==> config.mk <==
export PLATFORM = sky130hd
export DESIGN_NAME = sico_chan_arbiter
export DESIGN_NICKNAME = d
export VERILOG_FILES = /design/src/rtl/sico_arb_pkg.sv /design/src/rtl/sico_rr_pick.sv /design/src/rtl/sico_chan_arbiter.sv
export SDC_FILE = /design/constraint.sdc
export NUM_CORES = 1
export LEC_CHECK = 0
export BUFFER_PORTS_ARGS = -buffer_cell sky130_fd_sc_hd__buf_2
export CAP_MARGIN = 5
export CORE_UTILIZATION = 49
export DETAILED_ROUTE_END_ITERATION = 10
export MAX_ROUTING_LAYER = met4
export PLACE_DENSITY_LB_ADDON = 0.25
export REMOVE_ABC_BUFFERS = 1
export SYNTH_ARGS = -nofsm -noshare
export SYNTH_HDL_FRONTEND = slang
export SYNTH_HIERARCHICAL = 1
export SYNTH_SLANG_ARGS = --single-unit
==> constraint.sdc <==
create_clock -name clk_i -period 3.61 [get_ports clk_i]
set_input_delay 0.1805 -clock clk_i [delete_from_list [all_inputs] [get_ports clk_i]]
set_output_delay 0.1805 -clock clk_i [all_outputs]
set_load 0.005 [all_outputs]
==> src/rtl/sico_arb_pkg.sv <==
// Shared types and header helpers for the SiCo channel arbiter and related muxes.
package sico_arb_pkg;

  typedef enum logic [1:0] {
    IDLE    = 2'd0,
    HEADER  = 2'd1,
    PAYLOAD = 2'd2
  } arb_state_e;

  // Header marker sits in the top bit of the beat.
  function automatic int unsigned hdr_mark_pos(input int unsigned data_w);
    return data_w - 1;
  endfunction

  // Header is built one bit at a time so any DATA_W can use it without slicing.
  function automatic logic header_bit(input int unsigned data_w,
                                      input logic [3:0]  port,
                                      input int unsigned b);
    logic [1:0] sel;
    sel = b[1:0];
    if (b == hdr_mark_pos(data_w)) return 1'b1;
    if (b < 4) return port[sel];
    return 1'b0;
  endfunction

endpackage

==> src/rtl/sico_rr_pick.sv <==
// Combinational round-robin selector: first requester at or after ptr, wrapping.
module sico_rr_pick #(
  parameter int NUM_PORTS = 4,
  parameter int IDX_W     = (NUM_PORTS > 1) ? $clog2(NUM_PORTS) : 1
) (
  input  logic [NUM_PORTS-1:0] req,
  input  logic [IDX_W-1:0]     ptr,
  output logic [NUM_PORTS-1:0] gnt,
  output logic [IDX_W-1:0]     idx,
  output logic                 any
);

  int unsigned cand;

  always_comb begin
    gnt  = '0;
    idx  = '0;
    any  = 1'b0;
    cand = 0;
    for (int unsigned i = 0; i < NUM_PORTS; i++) begin
      cand = (32'(ptr) + i) % NUM_PORTS;
      if (!any && req[cand]) begin
        any       = 1'b1;
        gnt[cand] = 1'b1;
        idx       = IDX_W'(cand);
      end
    end
  end

endmodule

==> src/rtl/sico_chan_arbiter.sv <==
// Packet-level round-robin arbiter sharing one SiCo channel; each packet is
// prefixed with a header beat carrying the source port index.
module sico_chan_arbiter
  import sico_arb_pkg::*;
#(
  parameter int NUM_PORTS = 4,
  parameter int DATA_W    = 32
) (
  input  logic                          clk_i,
  input  logic                          rst_i,
  input  logic [NUM_PORTS-1:0]          in_valid_i,
  input  logic [NUM_PORTS*DATA_W-1:0]   in_data_i,
  input  logic [NUM_PORTS-1:0]          in_last_i,
  output logic [NUM_PORTS-1:0]          in_ready_o,
  output logic                          out_valid_o,
  output logic [DATA_W-1:0]             out_data_o,
  output logic                          out_last_o,
  input  logic                          out_ready_i,
  output logic                          busy_o,
  output logic [15:0]                   pkt_count_o
);

  localparam int IDX_W = (NUM_PORTS > 1) ? $clog2(NUM_PORTS) : 1;

  arb_state_e          state;
  logic [IDX_W-1:0]    rr_ptr;
  logic [IDX_W-1:0]    grant;
  logic [NUM_PORTS-1:0] pick_gnt;
  logic [IDX_W-1:0]    pick_idx;
  logic                pick_any;
  logic                slot_free;
  logic                sel_valid;
  logic                sel_last;
  logic [DATA_W-1:0]   sel_data;
  logic                beat_acc;
  logic [DATA_W-1:0]   hdr_word;

  sico_rr_pick #(
    .NUM_PORTS (NUM_PORTS),
    .IDX_W     (IDX_W)
  ) u_pick (
    .req (in_valid_i),
    .ptr (rr_ptr),
    .gnt (pick_gnt),
    .idx (pick_idx),
    .any (pick_any)
  );

  assign slot_free = !out_valid_o || out_ready_i;
  assign busy_o    = (state != IDLE);
  assign beat_acc  = (state == PAYLOAD) && sel_valid && slot_free;

  always_comb begin
    sel_valid  = 1'b0;
    sel_last   = 1'b0;
    sel_data   = '0;
    in_ready_o = '0;
    for (int unsigned p = 0; p < NUM_PORTS; p++) begin
      if (IDX_W'(p) == grant) begin
        sel_valid     = in_valid_i[p];
        sel_last      = in_last_i[p];
        sel_data      = in_data_i[p*DATA_W +: DATA_W];
        in_ready_o[p] = (state == PAYLOAD) && slot_free;
      end
    end
  end

  always_comb begin
    hdr_word = '0;
    for (int unsigned b = 0; b < DATA_W; b++)
      hdr_word[b] = header_bit(DATA_W, 4'(pick_idx), b);
  end

  always_ff @(posedge clk_i) begin
    if (rst_i) begin
      state       <= IDLE;
      rr_ptr      <= '0;
      grant       <= '0;
      out_valid_o <= 1'b0;
      out_data_o  <= '0;
      out_last_o  <= 1'b0;
      pkt_count_o <= '0;
    end else begin
      // Drain first; a refill below in the same cycle overrides it.
      if (out_valid_o && out_ready_i)
        out_valid_o <= 1'b0;
      case (state)
        IDLE: begin
          if (pick_any && slot_free) begin
            grant       <= pick_idx;
            out_valid_o <= 1'b1;
            out_data_o  <= hdr_word;
            out_last_o  <= 1'b0;
            state       <= HEADER;
          end
        end
        HEADER: begin
          if (out_valid_o && out_ready_i)
            state <= PAYLOAD;
        end
        PAYLOAD: begin
          if (beat_acc) begin
            out_valid_o <= 1'b1;
            out_data_o  <= sel_data;
            out_last_o  <= sel_last;
            if (sel_last) begin
              pkt_count_o <= pkt_count_o + 16'd1;
              rr_ptr      <= (grant == IDX_W'(NUM_PORTS - 1)) ? '0 : grant + IDX_W'(1);
              state       <= IDLE;
            end
          end
        end
        default: state <= IDLE;
      endcase
    end
  end

endmodule
# Word-level counts from Yosys, hierarchy flattened
# Cells that the tools add are included.
# totals
regBits	56
in_bits	139
output_inout_bits	55
elab_cells	95
# op_classes
n_addsub	5
order_cmp	4
eq_ne	10
mux	48
n_reduce_logical	21
# op_table
cell	n
$mux 32	6
$pmux 32 s2	1
$mux 1	25
$mux 2	9
$add 16x1->16 const B	1
$lt 2x3->1 const B	4
$bmux 1 s2	4
$logic_and 1x1->1	8
$ne 2x2->1 const B	4
$pmux 2 s3	1
$reduce_and 3->1	2
$add 2x1->2 const B	2
$add 2x2->2 const B	2
$eq 2x2->1 const A	2
$eq 2x2->1 const B	2
$logic_not 1->1	4
$logic_not 2->1	2
$pmux 1 s2	2
$reduce_and 4->1	1
$reduce_bool 2->1	2
$eq 1x2->1 const A	1
$eq 2x1->1 const B	1
$reduce_and 2->1	1
$logic_or 1x1->1	1

# Depth between registers and ports, before layout
# Gate-level depths: netlist of run 1.
# depth
depth_word	15
mapped_depth	12
mapped_depth_nobuf	9

# Modules after synthesis
# Netlist of run 1, hierarchy kept.
# by_module_without_submodules
mod	n_inst	cells_each	area_each_um2	seq_area_each_um2
sico_chan_arbiter	1	378	3195.6	1121.1
sico_rr_pick	1	45	422.9	0.0

# Worst setup path after synthesis of run 1
# OpenSTA, ideal clock, no wires.
# synth_path
path_type	flip-flop to flip-flop
start	register rr_ptr[0]
end	register out_last_o
setup_ps	71
arrival_ps	2325
required_ps	3539
path_slack_ps	1214
stages_incl_launch_ff	13
path_buffers	3
period_less_slack_ps	2396
cell_sequence	dfxtp_1 > buf_6 > inv_1 > ha_1 > mux4_2 > buf_6 > nor3_1 > nand2b_1 > nand3_1 > o21ai_2 > nor2_2 > buf_4 > o2bb2ai_1
# synth_via
elab_chain_cells	15
elab_cells_between_ends	24
cone_classes	add/sub (3); eq/ne (1); mux (12); reduce/logical (8)
# synth_lines
item	line	text
start, declared	sico_chan_arbiter.sv:26	logic [IDX_W-1:0] rr_ptr;
start signal, assigned	sico_chan_arbiter.sv:108	rr_ptr <= (grant == IDX_W'(NUM_PORTS - 1)) ? '0 : grant + IDX_W'(1);
parallel branches: the longest is 11 deep, another holds $add 2x1->2	n/a	
$mux 1 (*)	sico_rr_pick.sv:22	if (!any && req[cand]) begin
named net pick_any	sico_chan_arbiter.sv:30	logic pick_any;
$logic_and 1x1->1 (*)	sico_chan_arbiter.sv:89	if (pick_any && slot_free) begin
$ne 2x2->1 (no line) (*)	n/a	
$reduce_and 3->1 (no line) (*)	n/a	
end signal, assigned	sico_chan_arbiter.sv:105	out_last_o <= sel_last;
end, declared	sico_chan_arbiter.sv:17	output logic out_last_o,
# Mark *: on every way through the listed nets, which the timed path passes. The select of a mux whose other input is x is not followed.
# A chain may end at the register's enable or synchronous reset.

# Final worst setup path of run 1
# Same ends and word-level chain as after synthesis.

==> impl_metrics.toml, run 1 <==
[sta]
setup_viol = 0
max_freq_mhz = 351.9
final.period_utilization_pct = 78.73
setup_slack_ps = 767.9
fin_skew_ps = 4.975
slew_headroom_pct = 51.63
tightest_slew_ps = 725.5
fin_setup_tns_ps = 0
post-route-min-period_ps = 2842
final-max-slew-violation-count = 0
rsz0062_at_grt = "false"
hold_viol = 0

[finish]
finalNetCount = 721
multi_input_area_mm2 = 0.002151
n_fill_cell = 611
stdcell_count = 673
drive_gt1_share_pct = 39.17
syn2layout_area_growth_pct = 29.99
ff_latch_area_mm2 = 0.001121
antenna_cells = 0

[pwr]
ir_worst_vdd_mv = 0.1541
p_seq_share_pct = 47.0
p_per_area_mw_per_mm2 = 298.3
p_int_w = 0.0009548
comb_power_share_pct = 26.2
p_clk_share_pct = 26.8
p_sw_share_pct = 29.41
p_leak_nw = 1.979
power.switching_w = 0.0003978

[global_route]
antenna_found_initial = 0
grt_pass1_vias = 3321
grt_max_degree = 67
grt_pass1_wl_mm = 15.98
gr-usage-all-layers_pct = 27.71
grt_overflow = 0

[clock_network]
htreeDepth = 2
cts-root-buf = "clkbuf_8"
post_cts_buffers = 0
numClockSinks = 56
cts_tree = "done"
cts_resized = 0
numCtsBuffers = 5
clk_path_buf_depth = 2
insertion_delay_ps = 310
hold_buffers = 0
clkTransAtPathRegs_ps = 100

[critical_path]
crit_type = "register to register"
crit_required_ps = 3850
path_max_fanout = 30
endpoint_kind = "register"
worstPathArrival_ps = 3080
startpoint_type = "register"

[die]
io_pins = 194
die_area_mm2 = 0.007461
core_mm2 = 0.006832
die_w_um = 86.38
chipHeight_um = 86.38
start_util_pct = 51.06
row_count = 30

[placement]
dp_slack_ps = 822.0
io_buffers = 193
dpl.cell_count = 665
dpl.hpwl_mm = 7.636
place_congestion = 0.8337

[status]
status = "complete, no violations"

[min_path]
hp-class = "primary input to register"

[route]
ant_nets = 0
wl_mm = 10.32
drt_iter0_drc = 219
drt-vias-per-instance = 5.655
num_vias = 3806
drtPass1Iterations = 4
drc = 0
wl_per_cell_um = 15.34

[logic_synthesis]
yosysWarnings = 6
syn-instance-count = 407
avgSynthCellArea_um2 = 8.571
syn_area_mm2 = 0.003488

[job]
maxCapViolations = 0
[routing by layer]
metal	vias to the layer above	GRT usage [%]	wire length [µm]
li1	1890	-	-
met1	1758	35.37	4415
met2	142	45.17	5152
met3	16	3.905	538
met4	0	9.394	216
met5	-	-	0
[power by group through the flow]
stage | sequential, W | clock (W) | combinational [W]
finish | 0.000635 | 0.000363 | 0.000355
CTS | 0.000635 | 0.000368 | 0.000354
floorplan | 0.000648 | 0 | 0.000209
global placement | 0.000649 | 0 | 0.000347
global route | 0.000637 | 0.000394 | 0.000391
detailed placement | 0.000649 | 0 | 0.000353
[worst paths after layout]
| check | from | end | slack (ps) | cells after the start |
|---|---|---|---|---|
| worst max-delay path | rr_ptr[0] | out_last_o | 770 | 10 |
| worst min register to register | out_data_o[7] | out_data_o[7] | 470 | 1 |
| worst max register to register | rr_ptr[0] | out_last_o | 770 | 10 |
| worst min-delay path | in_data_i[99] | out_data_o[3] | 120 | 3 |
[critical path, cell delays in order, from the launching register on]
cell and delay (ps):
dfxtp_1 590, inv_1 90, ha_1 360, mux4_2 390, nor3_1 270, nand2b_1 110, nand3_1 230, o21ai_2 130
nor2_2 90, buf_4 320, o2bb2ai_1 160
[flip-flops by register name, summed over array words and instances, names as in the netlist]
| register | count |
|---|---|
| rr_ptr | 2 |
| grant | 2 |
| pkt_count_o | 16 |
| state | 2 |
| out_valid_o | 1 |
| out_data_o | 32 |
| out_last_o | 1 |
[layout make-up]
| class | count | share of cell area [%] |
|---|---|---|
| Multi-Input combinational cell | 304 | 47.43 |
| Clock buffer | 7 | 1.904 |
| Sequential cell | 56 | 24.72 |
| Timing Repair Buffer | 199 | 22.30 |
| Tap cell | 96 | 2.649 |
| Inverter | 10 | 0.8278 |
| Clock inverter | 1 | 0.1656 |
[placed cells by master (no fill, tap or decap), types with 4 or more instances in the layout]
cell type	count
a21oi_1	46
nor4_1	4
nor2b_1	33
buf_4	6
ha_1	4
and3_1	5
o211ai_1	4
nand2b_1	4
buf_2	193
or3_1	9
nand3_1	6
clkbuf_8	6
o2bb2ai_1	30
a221oi_1	31
inv_1	10
mux2i_1	5
nor2_1	18
nor3_1	32
nand2_1	15
dfxtp_1	56
o21ai_0	5
[per-stage QoR]
stage / total power [W] / hold WS, ps / area [µm²] / util [%]
3_5_place_dp: 0.001002 / 442.5 / 4441 / 65.00
3_3_place_gp: 0.0009961 / 440.7 / 4441 / 65.00
2_1_floorplan: 0.0008576 / 249.6 / 3302 / -
5_1_grt: 0.001422 / 130.3 / 4534 / 66.37
6_report: 0.001353 / 119.6 / 4534 / 66.37
4_1_cts: 0.001358 / 122.2 / 4534 / 66.37
Note: power is estimated with default switching activity, not from simulation.
==> inputs of run 2 (changes only) <==
--- a/config.mk
+++ b/config.mk
@@ -7,7 +7,7 @@
 export LEC_CHECK = 0
 export BUFFER_PORTS_ARGS = -buffer_cell sky130_fd_sc_hd__buf_2
 export CAP_MARGIN = 5
-export CORE_UTILIZATION = 49
+export CORE_UTILIZATION = 41
 export DETAILED_ROUTE_END_ITERATION = 10
 export MAX_ROUTING_LAYER = met4
 export PLACE_DENSITY_LB_ADDON = 0.25
==> constraint.sdc (replaced) <==
create_clock -name clk_i -period 2.35 [get_ports clk_i]
set_input_delay 0.1175 -clock clk_i [delete_from_list [all_inputs] [get_ports clk_i]]
set_output_delay 0.1175 -clock clk_i [all_outputs]
set_load 0.005 [all_outputs]
==> impl_metrics.toml, run 2 (same netlist as run 1, synthesis figures left out) <==
[sta]
final.period_utilization_pct = 96.22
holdWs_ps = 71.75
slew_headroom_pct = 61.23
max_freq_mhz = 442.2
fin_skew_ps = 6.677
setup_viol = 0
post-route-min-period_ps = 2261
tightest_slew_ps = 581.6
hold_viol = 0
final-max-slew-violation-count = 0

[critical_path]
crit_required_ps = 2530
path_max_fanout = 7
crit_type = "register to register"
worstPathArrival_ps = 2440
r2r_start = "rr_ptr[0]"
startpoint_type = "register"
rr_endpoint = "out_data_o[1]"
r2r_slack_ps = 90
endpoint_kind = "register"
r2r_cells = 8

[route]
drt_iter0_drc = 141
num_vias = 3883
wl_mm = 10.67
drc = 0
wl_per_cell_um = 15.34
ant_nets = 0
drt-vias-per-instance = 5.579
drtPass1Iterations = 4

[clock_network]
cts-root-buf = "clkbuf_8"
numClockSinks = 56
insertion_delay_ps = 300
cts_tree = "done"
htreeDepth = 2
numCtsBuffers = 5
clkTransAtPathRegs_ps = 100
clk_path_buf_depth = 2

[finish]
layout_commonest_cell = "buf_2"
top_register = "out_data_o"
finalNetCount = 734
largest_reg_flops = 32
reg_top3 = "out_data_o x32, pkt_count_o x16"
n_fill_cell = 772
syn2layout_area_growth_pct = 34.76
final_core_util_pct = 57.21
final_cell_mix = "193 x buf_2, 52 x dfxtp_1, 46 x a21oi_1"
drive_gt1_share_pct = 41.36

[pwr]
ir_worst_vdd_mv = 0.2540
p_per_area_mw_per_mm2 = 446.0
p_leak_nw = 2.069

[die]
chipHeight_um = 94.24
die_area_mm2 = 0.008881
io_pins = 194
core_mm2 = 0.008217
start_util_pct = 42.45
row_count = 33
die_w_um = 94.24

[placement]
dpl.hpwl_mm = 8.123
io_buffers = 193
place_congestion = 0.8776

[status]
status = "complete, no violations"

[job]
maxCapViolations = 0

[min_path]
min_to = "out_data_o[12]"
hp-class = "primary input to register"
hold_path_depth = 3
hp-start = "in_data_i[108]"

[global_route]
grt_overflow = 0
gr-usage-all-layers_pct = 23.80
grt_pass1_wl_mm = 16.24
grt_max_degree = 59
grt_pass1_vias = 3337
antenna_found_initial = 1
==> run 2: cell types whose count changed in the layout (fill, tap and decap cells not counted), sizes merged <==
cell / change
buf: +13
clkbuf: +1
clkinvlp: -1
diode: +1
==> run 2: layer usage <==
layer	vias up	share of wire (%)	global-route usage, %
met1	1814	43	30.56
met4	0	1.4	5.897
met2	137	50	39.31
li1	1920	-	-
met3	12	4.9	3.317
met5	-	0	-
==> run 2: worst max-delay path by stage <==
stage / to / startpoint
global route: out_data_o[1] / rr_ptr[0]
floorplan: out_data_o[10] / grant[0]
CTS: out_data_o[5] / rr_ptr[0]
global placement: out_data_o[1] / grant[1]
finish: out_data_o[1] / rr_ptr[0]
detailed placement: out_data_o[1] / rr_ptr[1]
==> run 2: repair_timing <==
action	CTS	global route
pin swaps	0	2
hold endpoints to repair	0	0
gates resized for setup	2	8
setup buffers	0	1
hold buffers	0	0
cloned	0	0
setup endpoints to repair	30	35
==> run 2: final cells by class <==
type / count / area, µm² / area share (%)
sequential: 56 / 1129 / 24.01
tap: 105 / 131.4 / 2.795
timing repair buffer: 212 / 1137 / 24.19
clock buffer: 8 / 90.09 / 1.916
multi-input combinational: 304 / 2173 / 46.23
inverter: 10 / 37.54 / 0.7985
antenna: 1 / 2.502 / 0.05323
==> run 2: through the flow <==
step                cell area [µm²]  total power [W]  setup TNS, ps  setup WS (ps)  instances
floorplan                      3302         0.001317         -39270         -898.5        370
global placement               4567         0.001556              0          50.15        686
detailed placement             4567         0.001567              0          6.133        686
CTS                            4658         0.002099              0          42.68        694
global route                   4701         0.002206         -8.954         -8.954        696
finish                         4701         0.002097              0          88.75        696
==> run 2: report_power, final <==
part / total [W] / switching [W] / internal, W
combinational: 0.000579 / 0.000295 / 0.000284
clock: 0.000543 / 0.000301 / 0.000241
sequential: 0.000975 / 0.0000122 / 0.000962
==> run 2: worst max-delay path: stages (launching register included) <==
cell and delay (ps):
dfxtp_2 380, buf_4 170, mux4_2 530, buf_4 180, nor4b_4 250, nor2_1 80, a32o_1 240, o211ai_1 200
a21oi_1 90
==> inputs of run 3 (changes only) <==
--- a/config.mk
+++ b/config.mk
@@ -5,7 +5,7 @@
 export SDC_FILE = /design/constraint.sdc
 export NUM_CORES = 1
 export LEC_CHECK = 0
-export BUFFER_PORTS_ARGS = -buffer_cell sky130_fd_sc_hd__buf_2
+export BUFFER_PORTS_ARGS = -buffer_cell sky130_fd_sc_hd__buf_4
 export CAP_MARGIN = 5
 export CORE_UTILIZATION = 41
 export DETAILED_ROUTE_END_ITERATION = 10
==> impl_metrics.toml, run 3 (same netlist as run 1, synthesis figures left out) <==
[die]
core_mm2 = 0.008217
die_area_mm2 = 0.008881
start_util_pct = 42.45
chipHeight_um = 94.24
io_pins = 194
die_w_um = 94.24
row_count = 33

[min_path]
min_to = "out_data_o[15]"
hp-class = "primary input to register"
hold_path_depth = 3
hp-start = "in_data_i[111]"

[clock_network]
insertion_delay_ps = 310
htreeDepth = 2
numClockSinks = 56
clk_path_buf_depth = 2
numCtsBuffers = 5
hold_buffers = 0
cts_tree = "done"
clkTransAtPathRegs_ps = 100
cts-root-buf = "clkbuf_8"

[finish]
n_fill_cell = 743
top_register = "out_data_o"
drive_gt1_share_pct = 41.43
ff_latch_area_mm2 = 0.001127
stdcell_count = 694
largest_reg_flops = 32
layout_commonest_cell = "buf_4"
reg_top3 = "out_data_o x32, pkt_count_o x16"
finalNetCount = 734
final_core_util_pct = 62.71
antenna_cells = 0
multi_input_area_mm2 = 0.002162
syn2layout_area_growth_pct = 47.70
final_cell_mix = "210 x buf_4, 53 x dfxtp_1, 46 x a21oi_1"

[global_route]
grt_overflow = 0
grt_max_degree = 38
gr-usage-all-layers_pct = 24.57
antenna_found_initial = 0
grt_pass1_wl_mm = 16.79
grt_pass1_vias = 3470

[placement]
io_buffers = 193
dpl.cell_count = 687
place_congestion = 0.9209
dpl.hpwl_mm = 8.651
dp_slack_ps = -12.76

[route]
drt_iter0_drc = 162
drc = 0
ant_nets = 0
wl_mm = 11.03
wl_per_cell_um = 15.89
num_vias = 3895
drtPass1Iterations = 4
drt-vias-per-instance = 5.612

[sta]
hold_viol = 0
final.period_utilization_pct = 95.14
post-route-min-period_ps = 2236
rsz0062_at_grt = "false"
setup_slack_ps = 114.3
fin_setup_tns_ps = 0
slew_headroom_pct = 68.62
fin_skew_ps = 9.261
final-max-slew-violation-count = 0
setup_viol = 0
max_freq_mhz = 447.3
tightest_slew_ps = 464.8

[critical_path]
r2r_cells = 9
crit_type = "register to register"
r2r_start = "rr_ptr[1]"
path_max_fanout = 7
endpoint_kind = "register"
worstPathArrival_ps = 2420
rr_endpoint = "out_data_o[1]"
r2r_slack_ps = 110
startpoint_type = "register"
crit_required_ps = 2540

[pwr]
p_total_w = 0.002129
ir_worst_vdd_mv = 0.2551
p_per_area_mw_per_mm2 = 413.3
p_leak_nw = 2.167

[status]
status = "complete, no violations"

[job]
maxCapViolations = 0
-- run 3: layout make-up --
type	count	share of cell area [%]
Clock buffer	6	1.408
Clock inverter	1	0.09713
Inverter	10	0.7285
Multi-Input combinational cell	304	41.96
Sequential cell	56	21.88
Tap cell	105	2.550
Timing Repair Buffer	212	31.37
-- run 3: report_power, final --
| part | internal [W] | total, W | switching [W] |
|---|---|---|---|
| combinational | 0.000355 | 0.000650 | 0.000294 |
| clock | 0.000204 | 0.000504 | 0.000300 |
| sequential | 0.000962 | 0.000975 | 0.0000130 |
| total | 0.00152 | 0.00213 | 0.000608 |
-- run 3: worst max path at each step --
stage / cells past startpoint / slack, ps / start / endpoint
final: 9 / 110 / rr_ptr[1] / out_data_o[1]
after floorplan: 7 / -900 / grant[0] / out_data_o[10]
after global routing: 10 / 9 / rr_ptr[1] / out_data_o[4]
after CTS: 10 / 60 / rr_ptr[1] / out_data_o[1]
after global placement: 10 / 110 / rr_ptr[1] / out_data_o[0]
after detailed placement: 10 / -10 / rr_ptr[1] / out_data_o[1]
-- run 3: worst max-delay path: stages, from the launching register on --
cell and delay, ps:
dfxtp_4 390, inv_1 60, ha_1 340, mux4_2 340, buf_4 180, nor4b_4 240
nor2_1 70, a32o_1 240, o211ai_1 180, a21oi_1 90
-- run 3: routing by layer --
layer / routed length, µm / part of all wire, % / GRT usage [%]
met2: 5626 / 51 / 40.10
met4: 191 / 1.7 / 6.923
met3: 524 / 4.8 / 3.803
met1: 4685 / 42 / 31.41
met5: 0 / 0 / -
-- run 3: timing repair --
| action | in CTS | in global routing |
|---|---|---|
| endpoints found under the setup margin | 6 | 37 |
| pin swaps | 0 | 0 |
| buffers inserted | 0 | 0 |
| hold endpoints to repair | 0 | 0 |
| resized for setup | 1 | 6 |
-- run 3: stage by stage --
step           area (µm²)  hold WS [ps]
2_1_floorplan        3302         186.6
3_3_place_gp         5057         383.1
3_5_place_dp         5057         392.0
4_1_cts              5136         72.93
5_1_grt              5152         77.11
6_report             5152         72.41
